File: config.mk
export PLATFORM = sky130hd
export DESIGN_NAME = buzzer_seq_ctrl
export DESIGN_NICKNAME = d
export VERILOG_FILES = /design/src/rtl/buzzer_seq_ctrl.sv
export SDC_FILE = /design/constraint.sdc
export NUM_CORES = 1
export LEC_CHECK = 0
export ABC_AREA = 0
export CAP_MARGIN = 20
export CELL_PAD_IN_SITES_DETAIL_PLACEMENT = 1
export CELL_PAD_IN_SITES_GLOBAL_PLACEMENT = 1
export CORE_UTILIZATION = 53
export DETAILED_ROUTE_END_ITERATION = 7
export DONT_BUFFER_PORTS = 1
export GPL_TIMING_DRIVEN = 0
export HOLD_SLACK_MARGIN = 0.05
export PLACE_DENSITY = 0.76
export SETUP_SLACK_MARGIN = 0.2
export SLEW_MARGIN = 20
export SYNTH_ARGS = -nofsm -noshare
export SYNTH_HDL_FRONTEND = slang
export SYNTH_SLANG_ARGS = --single-unit
export TNS_END_PERCENT = 50
File: constraint.sdc
create_clock -name PCLK -period 6.8 [get_ports PCLK]
set_clock_uncertainty 0.05 [all_clocks]
set_input_delay 1.02 -clock PCLK [delete_from_list [all_inputs] [get_ports PCLK]]
set_output_delay 1.02 -clock PCLK [all_outputs]
set_load 0.01 [all_outputs]
File: src/rtl/buzzer_seq_ctrl.sv
// APB note sequencer: FIFO of (half-period, duration) words played as square-wave tones on buzzerOut.
// Optional macro BUZZER_SEQ_IRQ_EN adds the sequence-done interrupt (buzzerIrq, IRQEN, STATUS.DONE).
module buzzer_seq_ctrl #(
  parameter int ADDRWIDTH  = 12,
  parameter int FIFO_DEPTH = 8,
  parameter int TICK_DIV   = 50000
) (
  input  logic                 PCLK,
  input  logic                 PRESET,
  input  logic                 PSEL,
  input  logic [ADDRWIDTH-1:0] PADDR,
  input  logic                 PENABLE,
  input  logic                 PWRITE,
  input  logic [31:0]          PWDATA,
  output logic [31:0]          PRDATA,
  output logic                 PREADY,
  output logic                 PSLVERR,
`ifdef BUZZER_SEQ_IRQ_EN
  output logic                 buzzerIrq,
`endif
  output logic                 buzzerOut
);

  localparam int AW = (FIFO_DEPTH > 1) ? $clog2(FIFO_DEPTH) : 1;
  localparam int CW = AW + 1;
  localparam int PW = (TICK_DIV > 1) ? $clog2(TICK_DIV) : 1;

  localparam logic [1:0] S_IDLE = 2'd0;
  localparam logic [1:0] S_LOAD = 2'd1;
  localparam logic [1:0] S_PLAY = 2'd2;
  localparam logic [1:0] S_GAP  = 2'd3;

  localparam logic [ADDRWIDTH-3:0] A_CTRL   = 'd0;
  localparam logic [ADDRWIDTH-3:0] A_STATUS = 'd1;
  localparam logic [ADDRWIDTH-3:0] A_NOTE   = 'd2;
  localparam logic [ADDRWIDTH-3:0] A_GAP    = 'd3;
  localparam logic [ADDRWIDTH-3:0] A_IRQEN  = 'd4;

  logic [ADDRWIDTH-3:0] reg_addr;
  logic                 wr_en, wr_ctrl, wr_status, push, flush, pop, push_ok;
  logic                 en, ovf, empty, full, busy, kill, tick_wrap, last_tick, fin;
  logic [15:0]          gap_r, half_r, tone_cnt, dur_cnt;
  logic [PW-1:0]        presc;
  logic [1:0]           state;
  logic [31:0]          mem [FIFO_DEPTH];
  logic [31:0]          head;
  logic [AW-1:0]        wptr, rptr;
  logic [CW-1:0]        count;
  logic                 done;
  logic                 unused_ok;

  assign unused_ok = &{1'b0, PADDR[1:0]};
  assign PREADY    = 1'b1;
  assign PSLVERR   = 1'b0;

  assign reg_addr  = PADDR[ADDRWIDTH-1:2];
  assign wr_en     = PSEL & PWRITE & ~PENABLE;
  assign wr_ctrl   = wr_en & (reg_addr == A_CTRL);
  assign wr_status = wr_en & (reg_addr == A_STATUS);
  assign push      = wr_en & (reg_addr == A_NOTE);
  assign flush     = wr_ctrl & PWDATA[1];

  assign empty   = (count == '0);
  assign full    = (count == CW'(FIFO_DEPTH));
  assign head    = mem[rptr];
  assign pop     = (state == S_LOAD) & ~empty;
  assign push_ok = push & ~full & ~flush;
  assign busy    = (state != S_IDLE);

  // FIFO storage carries no reset; only pointers and count define its contents
  always_ff @(posedge PCLK) begin
    if (push_ok) mem[wptr] <= PWDATA;
  end

  always_ff @(posedge PCLK) begin
    if (PRESET || flush) begin
      wptr  <= '0;
      rptr  <= '0;
      count <= '0;
    end else begin
      if (push_ok) wptr <= wptr + 1'b1;
      if (pop)     rptr <= rptr + 1'b1;
      if (push_ok && !pop)      count <= count + 1'b1;
      else if (!push_ok && pop) count <= count - 1'b1;
    end
  end

  always_ff @(posedge PCLK) begin
    if (PRESET) begin
      en    <= 1'b0;
      gap_r <= '0;
      ovf   <= 1'b0;
    end else begin
      if (wr_ctrl) en <= PWDATA[0];
      if (wr_en && reg_addr == A_GAP) gap_r <= PWDATA[15:0];
      if (push && full && !flush)     ovf <= 1'b1;
      else if (wr_status && PWDATA[3]) ovf <= 1'b0;
    end
  end

  // Clearing EN aborts on the very write that clears it
  assign kill      = ~en | (wr_ctrl & ~PWDATA[0]);
  assign tick_wrap = (presc == PW'(TICK_DIV - 1));
  assign last_tick = tick_wrap & (dur_cnt == 16'd1);
  assign fin       = ~kill & last_tick &
                     (((state == S_PLAY) & (gap_r == '0)) | (state == S_GAP));

  always_ff @(posedge PCLK) begin
    if (PRESET) begin
      state     <= S_IDLE;
      buzzerOut <= 1'b0;
      half_r    <= '0;
      tone_cnt  <= '0;
      dur_cnt   <= '0;
      presc     <= '0;
    end else if (kill) begin
      state     <= S_IDLE;
      buzzerOut <= 1'b0;
    end else begin
      case (state)
        S_IDLE: begin
          buzzerOut <= 1'b0;
          if (!empty) state <= S_LOAD;
        end
        S_LOAD: begin
          half_r    <= head[15:0];
          dur_cnt   <= head[31:16];
          tone_cnt  <= '0;
          presc     <= '0;
          buzzerOut <= 1'b0;
          state     <= (empty || head[31:16] == '0) ? S_IDLE : S_PLAY;
        end
        S_PLAY: begin
          if (half_r != '0) begin
            if (tone_cnt == half_r - 16'd1) begin
              tone_cnt  <= '0;
              buzzerOut <= ~buzzerOut;
            end else begin
              tone_cnt <= tone_cnt + 16'd1;
            end
          end
          if (tick_wrap) begin
            presc <= '0;
            if (last_tick) begin
              // GAP length latched here so later GAP writes only hit later gaps
              buzzerOut <= 1'b0;
              dur_cnt   <= gap_r;
              state     <= (gap_r != '0) ? S_GAP : S_IDLE;
            end else begin
              dur_cnt <= dur_cnt - 16'd1;
            end
          end else begin
            presc <= presc + 1'b1;
          end
        end
        default: begin
          buzzerOut <= 1'b0;
          if (tick_wrap) begin
            presc <= '0;
            if (last_tick) state <= S_IDLE;
            else           dur_cnt <= dur_cnt - 16'd1;
          end else begin
            presc <= presc + 1'b1;
          end
        end
      endcase
    end
  end

`ifdef BUZZER_SEQ_IRQ_EN
  logic irqen;

  always_ff @(posedge PCLK) begin
    if (PRESET) begin
      irqen     <= 1'b0;
      done      <= 1'b0;
      buzzerIrq <= 1'b0;
    end else begin
      if (wr_en && reg_addr == A_IRQEN) irqen <= PWDATA[0];
      if (fin && empty)                 done <= 1'b1;
      else if (wr_status && PWDATA[4])  done <= 1'b0;
      buzzerIrq <= irqen & done;
    end
  end
`else
  logic irqen;
  assign irqen = 1'b0;
  assign done  = 1'b0 & fin;
`endif

  always_comb begin
    PRDATA = '0;
    if (PSEL && !PWRITE) begin
      case (reg_addr)
        A_CTRL:   PRDATA[0] = en;
        A_STATUS: begin
          PRDATA[0]    = busy;
          PRDATA[1]    = empty;
          PRDATA[2]    = full;
          PRDATA[3]    = ovf;
          PRDATA[4]    = done;
          PRDATA[15:8] = 8'(count);
        end
        A_GAP:    PRDATA[15:0] = gap_r;
        A_IRQEN:  PRDATA[0] = irqen;
        default:  PRDATA = '0;
      endcase
    end
  end

endmodule
After elaboration in Yosys (flattened, before gate mapping). Memories as Yosys holds them, arrays and structs flattened. A register that Yosys moved wholly into a read port is not among the register bits. Index checks and enable logic that the tools add are counted.

RAM bits: 256. Memory bits (read-only): 0. Input port bits: 49. Memories: 1. Latch bits: 0. Bits in registers: 95.

Memories: mem (depth 8, width 32, read ports 1, clocked after memory_dff 1, write ports 1, line 45) `logic [31:0] mem [FIFO_DEPTH];`.

Muxes and demuxes: 35. Order comparisons: 0. Div/mod/pow operators: 0. Bitwise logic cells: 22. Reduce and logical (&&, ||, !) cells: 33. $mul: 0. Eq/ne operators: 14. Add/subtract/negate cells: 8. Shift-type cells: 0.

Operators with widths (number): 16-bit 2-to-1 mux (8); 16-bit one-hot mux with 2 select lines (2); 16-bit one-hot mux with 3 select lines (1); 16-bit by 1-bit adder with 16-bit output (second input constant) (2); 16-bit nonzero test (2); 16-bit by 1-bit subtractor with 16-bit output (second input constant) (2); 10-bit by 2-bit == test with 1-bit output (second input constant) (2); 16-bit by 1-bit == test with 1-bit output (second input constant) (1); 16-bit == test (1); 16-bit == test (second input constant) (1); 16-bit zero test (1); 8-bit one-hot mux with 2 select lines (1); 2-bit 2-to-1 mux (7); 1-bit AND (11); 10-bit by 1-bit == test with 1-bit output (second input constant) (1); 10-bit zero test (1); 1-bit NOT (10); 5-bit AND reduction (2); 2-bit nonzero test (5); 3-bit 2-to-1 mux (3); 1-bit 2-to-1 mux (8); 4-bit 2-to-1 mux (2); 4-bit one-hot mux with 2 select lines (1); 1-bit logical AND (7); other kinds (21) (30).

Logic depth before layout (Yosys ltp). Gate-level depths: netlist of run 1.

Depth after elaboration: 10. Mapped depth: 13. Mapped depth without buffers: 12.

Least setup slack after synthesis of run 1. OpenSTA, ideal clock, no wires.

Path kind: input -> register. Start: input PADDR[9]. End: memory mem[0][0] (enable). Data required time: 6.289 ns. Cell stages on the path: 7. Slack: 1.574 ns. Arrival: 4.715 ns. Library setup time: 0.461 ns. Cells stage by stage: or4_1 nor2_1 and4b_1 nor2b_1 clkbuf_1 nand2b_1 nor3_1.

Longest elaborated chain between the ends: 7.

RTL lines: from (decl) (line 11) `input logic [ADDRWIDTH-1:0] PADDR,`; 10-bit zero test (line 58) `assign wr_ctrl = wr_en & (reg_addr == A_CTRL);`; 1-bit AND (line 58); 1-bit AND (line 61) `assign flush = wr_ctrl & PWDATA[1];`; 1-bit NOT (line 67) `assign push_ok = push & ~full & ~flush;`; 1-bit AND (*) (line 67); named net push_ok (line 40) `logic wr_en, wr_ctrl, wr_status, push, flush, pop, push_ok;`; 1-bit 2-to-1 mux (*) (line 72) `if (push_ok) mem[wptr] <= PWDATA;`; 1-bit 2-to-1 mux (not written as such) (*) (line 72); to (decl) (line 45).

Mark *: on every way through the listed nets, which the timed path passes. The rest lies on a longest branch.

Final worst setup path of run 1.
Start: input PADDR[9]. End: output PRDATA[13].

Longest elaborated chain between the ends: 3.

RTL lines: 10-bit by 2-bit == test with 1-bit output or 10-bit by 1-bit == test with 1-bit output (tied branches) (line 194) `case (reg_addr)`; 8-bit one-hot mux with 2 select lines (*) (line 194); 16-bit 2-to-1 mux (*) (line 193) `if (PSEL && !PWRITE) begin`; to (decl) (line 15) `output logic [31:0] PRDATA,`.

Mark *: on every way between the ends. The rest lies on a longest branch, timed or not.

==> flow_summary.json, run 1 <==
{
  "cts-resized-gates": 0,
  "yosysSeqAreaShare_pct": 63.18,
  "status": "completed",
  "syn2layout_area_growth_pct": 13.70,
  "synth_edf_count": 256,
  "netlist_instances": 1103,
  "slew_headroom_pct": 36.61,
  "worstMarginPinSlew_ns": 0.9509,
  "layout.nets": 1238,
  "ys_ff_latch": 354,
  "cts_made_buffers": 37,
  "netlist.area_leader.share_pct": 50.33,
  "setup_tns_ns": 0,
  "synthTopCellsByArea": "edfxtp_1 (50%), dfxtp_1 (13%), mux4_2 (9.4%)",
  "antenna_left": 0,
  "wl_met3_mm": 2.481,
  "hold_ws_ns": 0.4425,
  "dr_wl_met2_mm": 18.63,
  "fin_crit_ns": 4.212,
  "async_flop_share_pct": 0,
  "wl_met1_mm": 16.75,
  "instances_no_fill": 1581,
  "num_io_pins": 84,
  "rows": 61,
  "irDropWorstVdd_mv": 0.2212,
  "post-synth-top-count-cell": "edfxtp_1",
  "fillerInstances": 2737,
  "core_mm2": 0.02809,
  "hold_violations": 0,
  "drc": 0,
  "grt_pass1_wl_mm": 58.93,
  "max_clock_freq_ghz": 0.2374,
  "synth_top_cell_by_area": "edfxtp_1",
  "min_path_cells": 2,
  "dp.cells": 1513,
  "dieArea_mm2": 0.02950,
  "drive_gt1_share_pct": 15.46,
  "report.final.slew_viol_count": 0,
  "die_x_um": 171.8,
  "synthesis.area_mm2": 0.01527,
  "ys.flop_type": "edfxtp_1",
  "grt.total_usage_pct": 27.41,
  "hold_class": "register to register",
  "cp-end-kind": "output port",
  "cp_max_fo": 9,
  "required_ns": 5.73,
  "clock_latency_ns": 0.54,
  "highest_layer": "met4",
  "dpl_cell_area_mm2": 0.01614,
  "syn_avg_cell_area_um2": 13.85,
  "path_clk_slew_ns": 0.05,
  "grt_overflow": 0,
  "cts_root_buf": "clkbuf_16",
  "grt_max_degree": 20,
  "cts_sinks": 354,
  "cellPowerDensity_mw_per_mm2": 252.7,
  "holdBufCountCts": 0,
  "gp_congestion": 0.8471,
  "start_kind": "input pin",
  "p_leak_uw": 0.005654,
  "wl_per_cell_um": 24.64,
  "initialDrtViolationCount": 733,
  "clockBufferDepth": 3,
  "arrival_ns": 3.14,
  "htree_levels": 2,
  "finalCritPeriodShare_pct": 61.95,
  "vias": 9630,
  "dp_hpwl_mm": 27.21,
  "wirelength_mm": 38.95,
  "synth_common_cells": "edfxtp_1 (256), nor2_1 (108), dfxtp_1 (98)",
  "r2r_cells": 7,
  "maxCapViolations": 0,
  "grt_pass1_vias": 9923,
  "antenna_found_initial": 0,
  "ys.warnings.count": 0,
  "antenna_cells": 0,
  "first_pass_iters": 5,
  "die_h_um": 171.8,
  "initial_utilization_pct": 54.38,
  "viasPerCell": 6.091,
  "port_buffers": 0,
  "post-cts-setup-buffers": 0,
  "worst-setup-path-type": "input pin to output port",
  "rsz0062_at_grt": "no",
  "finalSetupViolCount": 0,
  "final_area_mm2": 0.01737,
  "reg2reg_setup_slack_ns": 3.20,
  "synth_cell_types": 70,
  "cts_tree": "done"
}
-- report_power, final --
part           switching (µW)  internal, µW
Clock                     834          1210
Combinational            19.7          10.9
Sequential             0.0372          2310
Total                     854          3530
-- path summary, 6_finish.rpt --
check,from,endpoint
setup / recovery,PADDR[9],PRDATA[13]
hold / removal,dur_cnt[10],dur_cnt[10]
setup reg to reg,register,half_r[10]
hold reg to reg,dur_cnt[10],dur_cnt[10]
-- cell families (layout without fill, tap and decap cells) --
kind of cell	after synthesis	after routing	share of synthesized area [%]
AND/OR/NAND/NOR	334	334	10.90
adder cells (fa/ha/maj)	15	15	1.278
flip-flops	354	354	63.18
XOR/XNOR	53	53	3.039
other	2	18	0.04917
buffers and inverters	95	179	2.941
multiplexers	101	101	11.87
AO/OA/AOI/OAI	149	149	6.750
-- metal layers --
metal | vias up | track usage, %
met5 | - | 0
met4 | 0 | 8.811
met3 | 81 | 5.476
met2 | 302 | 45.43
met1 | 4904 | 36.37
li1 | 4343 | -
-- per-stage QoR --
stage	setup WS [ns]	power, µW	util [%]
finish	2.588	4388	61.83
global route	2.453	4489	61.83
CTS	2.618	4416	61.83
detailed placement	2.379	2386	57.45
global placement	-0.7868	2386	56.28
floorplan	1.574	2380	-
-- critical path, stage by stage --
cell    delay (ns)
or4_1         0.56
nor2_1        0.28
and3_1        0.19
buf_2         0.19
inv_1         0.08
nor2_1        0.48
and2_1        0.33
-- placed cells by master, fill, tap and decap left out, drive strengths merged, types with 31 or more instances in the layout --
master	netlist	routed
xor2	31	31
clkbuf	31	83
nor2	108	108
mux2i	36	36
dfxtp	98	98
nand2	75	75
mux4	64	64
buf	38	54
a21oi	45	45
edfxtp	256	256
-- registers in the layout, summed over array words and instances, names as in the netlist, named ones only --
signal     count
buzzerOut      1
count          4
dur_cnt       16
en             1
gap_r         16
half_r        16
mem          256
ovf            1
presc         16
rptr           3
state          2
tone_cnt      16
wptr           3
-- final cells by class --
cell class	count	area, µm²	share of cell area [%]
inverter	26	97.59	0.5620
buffer	69	351.6	2.025
timing repair buffer	16	267.8	1.542
clock buffer	52	1023	5.894
multi-input combinational	670	5296	30.50
sequential	354	9649	55.57
clock inverter	16	206.4	1.189
tap	378	473.0	2.724
Note: power is estimated with default switching activity, not from simulation.
==> inputs of run 2 (changes only) <==
--- a/config.mk
+++ b/config.mk
@@ -5,11 +5,11 @@
 export SDC_FILE = /design/constraint.sdc
 export NUM_CORES = 1
 export LEC_CHECK = 0
-export ABC_AREA = 0
+export ABC_AREA = 1
 export CAP_MARGIN = 20
 export CELL_PAD_IN_SITES_DETAIL_PLACEMENT = 1
 export CELL_PAD_IN_SITES_GLOBAL_PLACEMENT = 1
-export CORE_UTILIZATION = 53
+export CORE_UTILIZATION = 49
 export DETAILED_ROUTE_END_ITERATION = 7
 export DONT_BUFFER_PORTS = 1
 export GPL_TIMING_DRIVEN = 0
==> constraint.sdc (replaced) <==
create_clock -name PCLK -period 4.15 [get_ports PCLK]
set_clock_uncertainty 0.05 [all_clocks]
set_input_delay 0.6225 -clock PCLK [delete_from_list [all_inputs] [get_ports PCLK]]
set_output_delay 0.6225 -clock PCLK [all_outputs]
set_load 0.01 [all_outputs]
==> flow_summary.json, run 2 <==
{
  "final_area_mm2": 0.01896,
  "grt_max_degree": 14,
  "final_cell_mix": "nand2_1 (513), edfxtp_1 (256), inv_1 (194), nor2_1 (187), o21ai_0 (125)",
  "worstMarginPinSlew_ns": 0.8049,
  "synth_top_cell_by_area": "edfxtp_1",
  "first_pass_iters": 5,
  "grt.total_usage_pct": 29.14,
  "report.final.slew_viol_count": 0,
  "antenna_cells": 0,
  "cts-resized-gates": 0,
  "path_clk_slew_ns": 0.06,
  "max_clock_freq_ghz": 0.2864,
  "ys.warnings.count": 0,
  "antenna_left": 0,
  "reg2reg_setup_slack_ns": 0.66,
  "vias": 13388,
  "async_flop_share_pct": 0,
  "r2r_start": "state[0]",
  "crit_end": "count[3]",
  "dp_hpwl_mm": 36.58,
  "wirelength_mm": 50.10,
  "clockBufferDepth": 3,
  "setup_slack_ns": 0.6581,
  "cp-startpoint": "state[0]",
  "yosysSeqAreaShare_pct": 57.57,
  "fillerInstances": 3899,
  "ys_ff_latch": 354,
  "htree_levels": 2,
  "finalCritPeriodShare_pct": 84.14,
  "cts_sinks": 354,
  "synth_edf_count": 256,
  "post-synth-top-count-cell": "nand2_1",
  "irDropWorstVdd_mv": 0.3281,
  "port_buffers": 0,
  "cellPowerDensity_mw_per_mm2": 382.9,
  "grt_pass1_wl_mm": 78.95,
  "p_total_uw": 7260,
  "synth_common_cells": "nand2_1 (513), edfxtp_1 (256), inv_1 (194)",
  "holdBufCountCts": 0,
  "grt_overflow": 0,
  "multiInputGateArea_mm2": 0.005953,
  "cts_made_buffers": 40,
  "dpl_cell_area_mm2": 0.01772,
  "regArea_mm2": 0.009649,
  "rsz0062_at_grt": "no",
  "initial_utilization_pct": 49.86,
  "grt_pass1_vias": 14081,
  "netlist.area_leader.share_pct": 45.86,
  "slew_headroom_pct": 46.05,
  "post-place-ws_ns": 0.3993,
  "hold_class": "input pin to register",
  "syn_avg_cell_area_um2": 8.911,
  "finalSetupViolCount": 0,
  "cp-end-kind": "register",
  "post-cts-setup-buffers": 0,
  "largest_reg_flops": 256,
  "wl_per_cell_um": 20.43,
  "cp_max_fo": 10,
  "cts_tree": "done",
  "core_mm2": 0.03362,
  "synthesis.area_mm2": 0.01676,
  "dieArea_mm2": 0.03495,
  "num_io_pins": 84,
  "antenna_found_initial": 0,
  "rows": 67,
  "gp_congestion": 0.8672,
  "layout_commonest_cell": "nand2_1",
  "synth_cell_types": 51,
  "maxCapViolations": 0,
  "drc": 0,
  "largest-register": "mem",
  "p_leak_uw": 0.007559,
  "die_x_um": 187.0,
  "arrival_ns": 3.91,
  "cts_root_buf": "clkbuf_16",
  "viasPerCell": 5.460,
  "synthTopCellsByArea": "edfxtp_1 (46%), dfxtp_1 (12%), nand2_1 (11%)",
  "initialDrtViolationCount": 817,
  "fin_crit_ns": 3.492,
  "clock_latency_ns": 0.54,
  "syn2layout_area_growth_pct": 13.13,
  "r2r_cells": 15,
  "layout.nets": 2038,
  "drive_gt1_share_pct": 9.232,
  "r2r_end": "count[3]",
  "die_h_um": 187.0,
  "start_kind": "register",
  "worst-setup-path-type": "register to register",
  "status": "completed",
  "hold_violations": 0,
  "required_ns": 4.57,
  "netlist_instances": 1881,
  "ys.flop_type": "edfxtp_1"
}
[run 2: cell types whose count changed after synthesis, sizes merged, moves of 15 or more]
| cell | delta |
|---|---|
| mux2i | -34 |
| nand3 | +76 |
| a31oi | +15 |
| mux4 | -64 |
| nand2 | +444 |
| o22ai | +31 |
| a21oi | +21 |
| o21ai | +114 |
| a211oi | -22 |
| nor3 | +26 |
| nor2 | +90 |
| inv | +177 |
| nor4 | -16 |
[run 2: layer usage]
| metal | up-vias | share of wire, % | GRT usage (%) |
|---|---|---|---|
| li1 | 6382 | - | - |
| met1 | 6621 | 42 | 36.18 |
| met2 | 291 | 50 | 51.92 |
| met3 | 94 | 4.3 | 4.071 |
| met4 | 0 | 3.2 | 10.03 |
| met5 | - | 0 | 0 |
[run 2: worst min path at each step]
stage | startpoint | end | slack [ns] | cells after the start
3_3_place_gp | ovf | ovf | 0.42 | 2
4_1_cts | PWDATA[6] | mem[5][6] | 0.11 | 0
5_1_grt | PWDATA[2] | mem[5][2] | 0.11 | 0
2_1_floorplan | ovf | ovf | 0.40 | 2
3_5_place_dp | ovf | ovf | 0.42 | 2
6_report | PWDATA[0] | mem[7][0] | 0.13 | 0
[run 2: critical path, stage by stage, from the launching register on]
cell and delay [ns]:
dfxtp_1 0.44, ha_1 0.20, clkbuf_1 0.42, inv_1 0.20, nor2_1 0.38, inv_1 0.22
ha_1 0.29, inv_1 0.12, ha_1 0.24, a21o_1 0.17, a21oi_1 0.18, nor2_1 0.06
nor2_1 0.10, nand2_1 0.09, a21oi_1 0.14, o21a_1 0.13
[run 2: report_power, final]
group	switching, µW	internal [µW]	total [µW]
registers	0.0527	3790	3790
clock network	1420	1990	3420
logic	39.8	19.0	58.8
total	1460	5800	7260
[run 2: final cells by class]
type,instances,share of cell area (%)
clock inverters,21,0.9568
inverters,205,4.058
repair buffers,35,1.564
well taps,448,2.956
multi-input cells,1244,31.40
clock buffers,51,5.602
plain buffers,94,2.580
flip-flops and latches,354,50.89
[run 2: kinds of logic after synthesis]
group,Yosys count,synth area share [%]
muxes,2,0.1194
adders and majority gates,15,1.165
buffers and inverters,299,7.510
and+or+nand+nor,904,22.84
xor gates and xnor gates,41,2.142
DFF,354,57.57
AOI/OAI and AO/OA,264,8.615
other,2,0.04481
[run 2: through the flow]
stage                     utilization [%]  hold WS [ns]  std cells  TNS, ns
after global routing                56.41        0.1063       2452        0
after CTS                           56.41        0.1129       2452        0
after floorplan                         -        0.3997       1897   -47.46
final                               56.41        0.1253       2452        0
after global placement              51.71        0.4155       2345  -701.57
after detailed placement            52.71        0.4217       2380        0
